### src/rtl/packet_generator_pkg.sv
// Shared definitions for the AXI-Stream packet generator: bus geometry, FSM
// encoding and the byte-count helper shared with the receive-side counter.
package packet_generator_pkg;

    localparam int DATA_BYTES = 32;
    localparam int DATA_W     = 256;
    localparam int BEAT_W     = 12;

    typedef enum logic [1:0] {
        ST_IDLE = 2'd0,
        ST_SEND = 2'd1,
        ST_GAP  = 2'd2
    } state_t;

    // Number of valid bytes in one beat.
    function automatic logic [5:0] keep_popcount(input logic [DATA_BYTES-1:0] keep);
        logic [5:0] cnt;
        cnt = 6'd0;
        for (int i = 0; i < DATA_BYTES; i++) begin
            cnt = cnt + {5'd0, keep[i]};
        end
        return cnt;
    endfunction

endpackage

### src/rtl/axis_tkeep_gen.sv
// Byte-valid mask for one beat: full on inner beats, low `rem` bytes on the
// final beat of a packet whose length is not a multiple of the bus width.
module axis_tkeep_gen
    import packet_generator_pkg::*;
(
    input  logic [4:0]            rem,
    input  logic                  last,
    output logic [DATA_BYTES-1:0] tkeep
);

    // Mask decode
    always_comb begin
        tkeep = {DATA_BYTES{1'b1}};
        if (last && (rem != 5'd0)) begin
            tkeep = (32'd1 << rem) - 32'd1;
        end else begin
            tkeep = {DATA_BYTES{1'b1}};
        end
    end

endmodule

### src/rtl/packet_generator.sv
// Generates runs of fixed-length counting-pattern packets on a 256-bit
// AXI-Stream master, with inter-packet gaps and running byte/packet totals.
module packet_generator
    import packet_generator_pkg::*;
#(
    parameter int GAP_CYCLES = 2
) (
    input  logic                  clk,
    input  logic                  resent,
    input  logic                  start,
    input  logic                  stop,
    input  logic [15:0]           packet_bytes,
    input  logic [7:0]            num_packets,
    output logic [DATA_W-1:0]     axisout_tdata,
    output logic [DATA_BYTES-1:0] axisout_tkeep,
    output logic                  axisout_tvalid,
    output logic                  axisout_tlast,
    input  logic                  axisout_tready,
    output logic                  busy,
    output logic [7:0]            packetcounter_output,
    output logic [31:0]           sevenseg,
    output logic [7:0]            digital_enable
);

    localparam logic [15:0] GAP_LAST = 16'(GAP_CYCLES - 1);

    state_t                state_r;
    state_t                state_nx_s;
    logic [BEAT_W-1:0]     beat_r;
    logic [BEAT_W-1:0]     beat_nx_s;
    logic [BEAT_W-1:0]     beats_total_r;
    logic [BEAT_W-1:0]     beats_in_s;
    logic [BEAT_W-1:0]     beats_cfg_s;
    logic [4:0]            rem_r;
    logic [4:0]            rem_cfg_s;
    logic [7:0]            num_pkts_r;
    logic [7:0]            pkt_done_r;
    logic [7:0]            pkt_done_nx_s;
    logic                  stop_r;
    logic                  stop_nx_s;
    logic [15:0]           gap_cnt_r;
    logic [15:0]           gap_cnt_nx_s;
    logic                  load_cfg_s;
    logic                  accept_s;
    logic                  last_acc_s;
    logic                  run_end_s;
    logic                  last_nx_s;
    logic [DATA_BYTES-1:0] keep_beat_s;
    logic [DATA_BYTES-1:0] keep_nx_s;
    logic [DATA_W-1:0]     data_nx_s;

    logic                  tvalid_r;
    logic                  tlast_r;
    logic                  busy_r;
    logic [DATA_W-1:0]     tdata_r;
    logic [DATA_BYTES-1:0] tkeep_r;
    logic [7:0]            pkt_count_r;
    logic [31:0]           byte_count_r;

    // Beat count from the live inputs; 12 bits covers the 2048-beat maximum.
    assign beats_in_s = BEAT_W'(({1'b0, packet_bytes} + 17'd31) >> 5);

    assign accept_s   = tvalid_r & axisout_tready;
    assign last_acc_s = accept_s & tlast_r;
    assign run_end_s  = stop_r | stop |
                        ((num_pkts_r != 8'd0) && ((pkt_done_r + 8'd1) == num_pkts_r));

    // Geometry in effect for the next beat: live inputs while idle, latched otherwise
    always_comb begin
        beats_cfg_s = beats_total_r;
        rem_cfg_s   = rem_r;
        if (state_r == ST_IDLE) begin
            beats_cfg_s = beats_in_s;
            rem_cfg_s   = packet_bytes[4:0];
        end else begin
            beats_cfg_s = beats_total_r;
            rem_cfg_s   = rem_r;
        end
    end

    // Next-state and run bookkeeping
    always_comb begin
        state_nx_s    = state_r;
        beat_nx_s     = beat_r;
        pkt_done_nx_s = pkt_done_r;
        gap_cnt_nx_s  = gap_cnt_r;
        stop_nx_s     = stop_r;
        load_cfg_s    = 1'b0;
        case (state_r)
            ST_IDLE: begin
                stop_nx_s = 1'b0;
                if (start && (packet_bytes != 16'd0)) begin
                    state_nx_s    = ST_SEND;
                    beat_nx_s     = {BEAT_W{1'b0}};
                    pkt_done_nx_s = 8'd0;
                    load_cfg_s    = 1'b1;
                end else begin
                    state_nx_s = ST_IDLE;
                end
            end
            ST_SEND: begin
                stop_nx_s = stop_r | stop;
                if (last_acc_s) begin
                    beat_nx_s     = {BEAT_W{1'b0}};
                    pkt_done_nx_s = pkt_done_r + 8'd1;
                    if (run_end_s) begin
                        state_nx_s = ST_IDLE;
                        stop_nx_s  = 1'b0;
                    end else if (GAP_CYCLES == 0) begin
                        state_nx_s = ST_SEND;
                    end else begin
                        state_nx_s   = ST_GAP;
                        gap_cnt_nx_s = 16'd0;
                    end
                end else if (accept_s) begin
                    beat_nx_s = beat_r + 12'd1;
                end else begin
                    beat_nx_s = beat_r;
                end
            end
            ST_GAP: begin
                if (stop_r || stop) begin
                    state_nx_s = ST_IDLE;
                    stop_nx_s  = 1'b0;
                end else if (gap_cnt_r == GAP_LAST) begin
                    state_nx_s = ST_SEND;
                    beat_nx_s  = {BEAT_W{1'b0}};
                end else begin
                    gap_cnt_nx_s = gap_cnt_r + 16'd1;
                end
            end
            default: begin
                state_nx_s = ST_IDLE;
            end
        endcase
    end

    assign last_nx_s = (beat_nx_s == (beats_cfg_s - 12'd1));

    axis_tkeep_gen u_tkeep_gen (
        .rem   (rem_cfg_s),
        .last  (last_nx_s),
        .tkeep (keep_beat_s)
    );

    // Beat payload: byte j of beat b carries (32*b + j) mod 256, masked by tkeep
    always_comb begin
        data_nx_s = {DATA_W{1'b0}};
        keep_nx_s = {DATA_BYTES{1'b0}};
        if (state_nx_s == ST_SEND) begin
            keep_nx_s = keep_beat_s;
            for (int j = 0; j < DATA_BYTES; j++) begin
                data_nx_s[8*j +: 8] = keep_beat_s[j] ? {beat_nx_s[2:0], 5'(j)} : 8'h00;
            end
        end else begin
            data_nx_s = {DATA_W{1'b0}};
            keep_nx_s = {DATA_BYTES{1'b0}};
        end
    end

    // Control state registers
    always_ff @(posedge clk) begin
        if (resent) begin
            state_r       <= ST_IDLE;
            beat_r        <= {BEAT_W{1'b0}};
            beats_total_r <= {BEAT_W{1'b0}};
            rem_r         <= 5'd0;
            num_pkts_r    <= 8'd0;
            pkt_done_r    <= 8'd0;
            stop_r        <= 1'b0;
            gap_cnt_r     <= 16'd0;
        end else begin
            state_r    <= state_nx_s;
            beat_r     <= beat_nx_s;
            pkt_done_r <= pkt_done_nx_s;
            stop_r     <= stop_nx_s;
            gap_cnt_r  <= gap_cnt_nx_s;
            if (load_cfg_s) begin
                beats_total_r <= beats_in_s;
                rem_r         <= packet_bytes[4:0];
                num_pkts_r    <= num_packets;
            end
        end
    end

    // Stream output register stage; holds steady while the sink stalls
    always_ff @(posedge clk) begin
        if (resent) begin
            tvalid_r <= 1'b0;
            tlast_r  <= 1'b0;
            tkeep_r  <= {DATA_BYTES{1'b0}};
            tdata_r  <= {DATA_W{1'b0}};
            busy_r   <= 1'b0;
        end else begin
            tvalid_r <= (state_nx_s == ST_SEND);
            tlast_r  <= (state_nx_s == ST_SEND) && last_nx_s;
            tkeep_r  <= keep_nx_s;
            tdata_r  <= data_nx_s;
            busy_r   <= (state_nx_s != ST_IDLE);
        end
    end

    // Lifetime packet and byte totals
    always_ff @(posedge clk) begin
        if (resent) begin
            pkt_count_r  <= 8'd0;
            byte_count_r <= 32'd0;
        end else begin
            if (accept_s) begin
                byte_count_r <= byte_count_r + {26'd0, keep_popcount(tkeep_r)};
            end
            if (last_acc_s) begin
                pkt_count_r <= pkt_count_r + 8'd1;
            end
        end
    end

    assign axisout_tdata        = tdata_r;
    assign axisout_tkeep        = tkeep_r;
    assign axisout_tvalid       = tvalid_r;
    assign axisout_tlast        = tlast_r;
    assign busy                 = busy_r;
    assign packetcounter_output = pkt_count_r;
    assign sevenseg             = byte_count_r;
    assign digital_enable       = 8'hFF;

endmodule

### config.mk
export PLATFORM = sky130hd
export DESIGN_NAME = packet_generator
export DESIGN_NICKNAME = d
export VERILOG_FILES = /design/src/rtl/packet_generator_pkg.sv /design/src/rtl/axis_tkeep_gen.sv /design/src/rtl/packet_generator.sv
export SDC_FILE = /design/constraint.sdc
export NUM_CORES = 1
export LEC_CHECK = 0
export BUFFER_PORTS_ARGS = -buffer_cell sky130_fd_sc_hd__buf_2
export CAP_MARGIN = 20
export CORE_UTILIZATION = 30
export CTS_BUF_LIST = sky130_fd_sc_hd__clkbuf_8
export CTS_CLUSTER_DIAMETER = 150
export CTS_CLUSTER_SIZE = 40
export DETAILED_ROUTE_END_ITERATION = 6
export HOLD_SLACK_MARGIN = 0.12
export SLEW_MARGIN = 20
export SYNTH_ARGS = -nofsm -noshare
export SYNTH_HDL_FRONTEND = slang
export SYNTH_SLANG_ARGS = --single-unit
export TNS_END_PERCENT = 1
### constraint.sdc
create_clock -name clk -period 10.17 [get_ports clk]
set_clock_uncertainty 0.1 [all_clocks]
set_input_delay 0 -clock clk [delete_from_list [all_inputs] [get_ports clk]]
set_output_delay 0 -clock clk [all_outputs]
set_load 0.02 [all_outputs]
Yosys cells after proc, flatten, opt, wreduce, memory -nomap -nowiden
Cells that the tools add are included.

$add $sub $neg: 39. Multiply operators: 0. Div/mod/pow operators: 0. $lt $le $gt $ge: 0. Equality and inequality tests: 12. Shifts and indexed selects: 1. Mux-type cells: 60. Bitwise logic cells: 37. Reductions and logical operators: 49.

Operator list (number): $add A6 B1 Y6 (26); $reduce_or A3 Y1 (32); $mux W5 (17); $mux W12 (6); $mux W16 (4); $pmux W12 S3 (1); $not A1 Y1 (33); $add A32 B6 Y32 (1); $mux W32 (1); $mux W4 (8); $pmux W16 S2 (1); $shl A1 B5 Y32 const A (1); $sub A32 B1 Y32 const B (1); $add A16 B5 Y17 const B (1); $add A16 B1 Y16 const B (1); $add A8 B1 Y8 const B (2); $eq A16 B1 Y1 const B (1); $mux W8 (2); $pmux W8 S2 (1); $reduce_bool A16 Y1 (1); $add A12 B1 Y12 const B (1); $eq A12 B12 Y1 (1); $mux W2 (6); $mux W3 (4); other kinds (27) (45).

Bits in registers: 395. Latch bits: 0. Memory bits (writable): 0. Memory bits (read-only): 0. Input bits: 29. Output and inout bits: 339. Word-level logic and storage cells: 245. Memories kept: 0.

Longest topological paths before layout
Depth after elaboration: 32. Gate-level depth with buffers: 22. Gate-level depth less buffers: 21.

Hierarchy
From an unflattened synthesis, not the netlist that was laid out.

Cell total of the unflattened synthesis: 1431. Area total of the unflattened synthesis: 11932.7 µm².

By module, submodules not included: packet_generator (times used 1, cells each 1310, area each 11208.2 µm², seq. area each 4704.5 µm²); axis_tkeep_gen (times used 1, cells each 121, area each 724.4 µm², seq. area each 0.0 µm²).

Least setup slack after synthesis
Ideal clock, no wire load.

Path kind: register to register. Start: reg tkeep_r[5], in the netlist axisout_tkeep[5]. End: reg byte_count_r[26], in the netlist sevenseg[26]. Setup time: 0.070 ns. Arrival time: 6.042 ns. Data required time: 10.000 ns. Setup slack: 3.958 ns. Stages on the path, launching flop included: 23. Buffers on the path: 1. Period minus slack after synthesis: 6.212 ns. Cell sequence: dfxtp_1 inv_1 fa_1 fa_1 fa_1 fa_1 fa_1 fa_1 inv_1 fa_1 inv_1 fa_1 nor2b_1 o21ai_0 a21boi_0 nor2_1 nor2_1 o21ai_0 a211oi_1 nand4_1 clkbuf_1 or3_1 a21oi_1.

Longest elaborated chain between the ends: 28.

Ends and longest elaborated chain: start: declaration (line packet_generator.sv:56) `logic [DATA_BYTES-1:0] tkeep_r;`; start signal: assignment (line packet_generator.sv:191) `tkeep_r <= {DATA_BYTES{1'b0}};`; start signal: assignment (line packet_generator.sv:197) `tkeep_r <= keep_nx_s;`; $add A5 B1 Y6 (line packet_generator_pkg.sv:20) `cnt = cnt + {5'd0, keep[i]};`; $add A6 B1 Y6 (26 in series) (line packet_generator_pkg.sv:20); $add A32 B6 Y32 (line packet_generator.sv:210) `byte_count_r <= byte_count_r + {26'd0, keep_popcount(tkeep_r)};`; end signal: assignment (line packet_generator.sv:210); end: declaration (line packet_generator.sv:58) `logic [31:0] byte_count_r;`.

Every way passes these cells. A chain may end at the register's enable or synchronous reset.

Worst setup path after layout
Start: reg tkeep_r[5], in the netlist axisout_tkeep[5]. End: reg byte_count_r[24], in the netlist sevenseg[24].

The elaborated chain is that of the path after synthesis.

==> impl_metrics.yaml <==
synthesis:
  synth_common_cells: "dfxtp_1 (235), buf_4 (169), nor2_1 (159)"
  ys_seq_area_frac: 0.387
  yosysTopAreaCellShare: 0.387
  synthFlopType: "dfxtp_1"
  async_flop_share: 0
  syn_area_um2: 12100
  synth_most_common_cell: "dfxtp_1"
  synth_edf_count: 0
  synth_top_area_cell: "dfxtp_1"
  ys_types: 77
  yosys-top-cells-area: "dfxtp_1 (39%), buf_4 (10%), a21oi_1 (6.1%)"
  ys.warnings.count: 0
  synth.avg_cell_area_um2: 8.54
  synthCells: 1421
  ys_ff_latch: 235
power_and_ir_drop:
  swShare: 0.380
  power_density_nw_per_um2: 163
  p_leak_nw: 6.31
  pwr-share-clk: 0.181
  seqPwrFrac: 0.439
  power.net_switching_mw: 0.849
  p_comb_frac: 0.380
  p_int_mw: 1.39
  power.total_mw: 2.23
  ir_drop_v: 0.000163
placed_design:
  hpwl_um: 25800
  port_buffers: 279
  gp_congestion: 0.845
timing:
  finalSetupTns_ns: 0
  finalCritPeriodShare: 0.677
  setup_viol: 0
  worstMarginPinSlew_ns: 1.04
  clock.fmax_ghz: 0.145
  finalHoldViolations: 0
  rsz0062_at_grt: "false"
  finalMaxSlewViolations: 0
  relSlewSlack: 0.308
  min_period_ns: 6.89
critical_path:
  worst_setup_path_end_kind: "register"
  rr_startpoint: "axisout_tkeep[5]"
  cp_max_fo: 13
  worst_path_max_delay_cell: "fa_1"
  worst_setup_path_start_kind: "register"
  crit_type: "reg -> reg"
  crit_arrival_ns: 7.26
  max_stage_delay_ns: 0.55
  regToRegEndpoint: "sevenseg[24]"
  cp_cell_sequence: "inv_1 > fa_1 > fa_1 > fa_1 > fa_1 > fa_1 > fa_1 > inv_1 > fa_1 > inv_1 > fa_1 > nor2b_1 > o21ai_0 > a21boi_0 > nor2_1 > nor2_1 > o21ai_0 > a211oi_1 > nand4_1 > or3_1 > a21oi_1"
  cpMostUsedCell: "fa_1"
  rr_worst_depth: 21
  r2r_slack_ns: 3.28
  required_ns: 10.54
worst_hold_path:
  hp-start: "num_packets[5]"
  hold_class: "in -> reg"
  whs_endpoint: "num_pkts_r[5]"
  worstHoldPathCells: 4
floorplanning:
  dieArea_um2: 41300
  fp.coreArea_um2: 39800
  rows: 73
  ios: 368
  initial_utilization: 0.305
  die_w_um: 203
  die_y_um: 203
layout:
  fin_nets: 1696
  area_delta_synth_final_pct: 12.8
  antenna_cells: 0
  fill_cells: 4216
  drive_gt1_frac: 0.218
clock_network:
  clock_latency_ns: 0.57
  cts.sinks: 235
  numCtsBuffers: 10
  cts.path.max_buffers: 3
  post_cts_buffers: 0
  holdBufCountCts: 42
  h-tree-depth: 1
  path_clk_slew_ns: 0.22
  cts_tree: "yes"
  cts-root-buf: "clkbuf_8"
  cts_resized: 0
routing:
  drc: 0
  wl_per_cell_um: 16.1
  first_pass_iters: 5
  drt_wl_total_um: 34700
  avgViaCountPerCell: 4.68
  via_count: 10100
  dr.first_iter.drc_count: 746
  drtAntennaViolNets: 0
global_route:
  grt_pass1_wl_um: 52600
  grt_start_max_net_pins: 89
  grt_pass1_vias: 9145
  grt_use_total: 0.160
  antenna_found_initial: 0
  grt_overflow: 0
run:
  maxCapViolations: 0
outcome:
  status: "finished, final reports clean"
==> layout by cell type (no fill, tap or decap), types with 7 or more instances in the layout <==
| cell | Yosys | routed |
|---|---|---|
| buf_2 | 14 | 279 |
| dfxtp_1 | 235 | 235 |
| nor2_1 | 159 | 158 |
| a21oi_1 | 149 | 149 |
| nand2_1 | 122 | 122 |
| conb_1 | 2 | 88 |
| inv_1 | 60 | 60 |
| dlygate4sd3_1 | 0 | 42 |
| xor2_1 | 41 | 41 |
| xnor2_1 | 34 | 34 |
| o21ai_0 | 33 | 33 |
| nor3_1 | 31 | 31 |
| nand3_1 | 26 | 26 |
| fa_1 | 26 | 26 |
| and3_1 | 25 | 25 |
| ha_1 | 22 | 22 |
| nand4_1 | 16 | 16 |
| or3_1 | 16 | 16 |
| buf_4 | 169 | 14 |
| a211oi_1 | 13 | 13 |
| clkbuf_8 | 0 | 11 |
| nand2b_1 | 10 | 10 |
| a31oi_1 | 10 | 10 |
| nor4_1 | 10 | 10 |
| nor2b_1 | 9 | 9 |
| nor3_2 | 8 | 8 |
| mux2i_1 | 7 | 7 |
==> power by group through the flow <==
stage / registers, mW / logic (mW) / clock network [mW]
global route: 0.987 / 0.955 / 0.459
finish: 0.982 / 0.848 / 0.405
CTS: 0.982 / 0.850 / 0.431
detailed placement: 1.00 / 0.831 / 0
floorplan: 1.01 / 0.671 / 0
global placement: 0.998 / 0.821 / 0
==> metal layers <==
metal  part of all wire  vias to the layer above  wire (um)  track usage
li1                   -                     4918          -            -
met1               0.47                     4801      16200        0.229
met2               0.46                      304      16000        0.256
met3              0.053                       35       1850       0.0190
met4              0.018                        0        624       0.0357
met5                  0                        -          0            0
==> how the worst max path moves through the flow <==
stage / startpoint / to / slack, ns
global route: axisout_tkeep[23] / sevenseg[28] / 2.80
floorplan: axisout_tkeep[5] / sevenseg[26] / 3.96
global placement: axisout_tkeep[1] / sevenseg[24] / 3.48
CTS: axisout_tkeep[23] / sevenseg[24] / 3.24
detailed placement: axisout_tkeep[7] / sevenseg[24] / 3.30
finish: axisout_tkeep[5] / sevenseg[24] / 3.28
==> area by class of cell <==
| class | instances | area, um2 | share of cell area |
|---|---|---|---|
| clock buffer | 11 | 151 | 0.0111 |
| clock inverter | 4 | 36.3 | 0.00265 |
| inverter | 61 | 229 | 0.0167 |
| multi-input combinational | 976 | 6000 | 0.438 |
| sequential | 235 | 4700 | 0.343 |
| tap | 525 | 657 | 0.0480 |
| timing repair buffer | 335 | 1920 | 0.140 |
==> worst max-delay path: cells and delay by family (launching register included) <==
family	cells	cell delay, ns
simple gates	5	1.35
fa+ha+maj	8	3.49
flops	1	0.42
compound gates	5	1.21
buf+inv	3	0.22
==> per-stage QoR <==
step / instance area (um2) / hold WS (ns) / util / cells / setup slack [ns]
2_1_floorplan: 12500 / 0.0360 / - / 1507 / 3.96
3_3_place_gp: 13100 / 0.155 / 0.329 / 2090 / 3.48
3_5_place_dp: 13100 / 0.159 / 0.329 / 2090 / 3.30
4_1_cts: 13700 / 0.120 / 0.344 / 2147 / 3.24
5_1_grt: 13700 / 0.140 / 0.344 / 2147 / 2.80
6_report: 13700 / 0.158 / 0.344 / 2147 / 3.28
==> registers in the layout (all words and copies together) (netlist names) <==
register              cells
axisout_tdata            97
sevenseg                 32
axisout_tkeep            31
gap_cnt_r                16
beat_r                   12
beats_total_r            12
num_pkts_r                8
packetcounter_output      8
pkt_done_r                8
rem_r                     5
state_r                   2
axisout_tlast             1
axisout_tvalid            1
busy                      1
stop_r                    1
==> kinds of logic after synthesis <==
logic type | Yosys count | synth area share
buffers and inverters | 296 | 0.146
muxes | 10 | 0.00855
other | 2 | 0.000619
xor gates and xnor gates | 77 | 0.0578
and+or+nand+nor | 481 | 0.198
adders and majority gates | 48 | 0.0655
AOI/OAI and AO/OA | 272 | 0.136
DFF | 235 | 0.387
(Power assumes the default switching activity.)
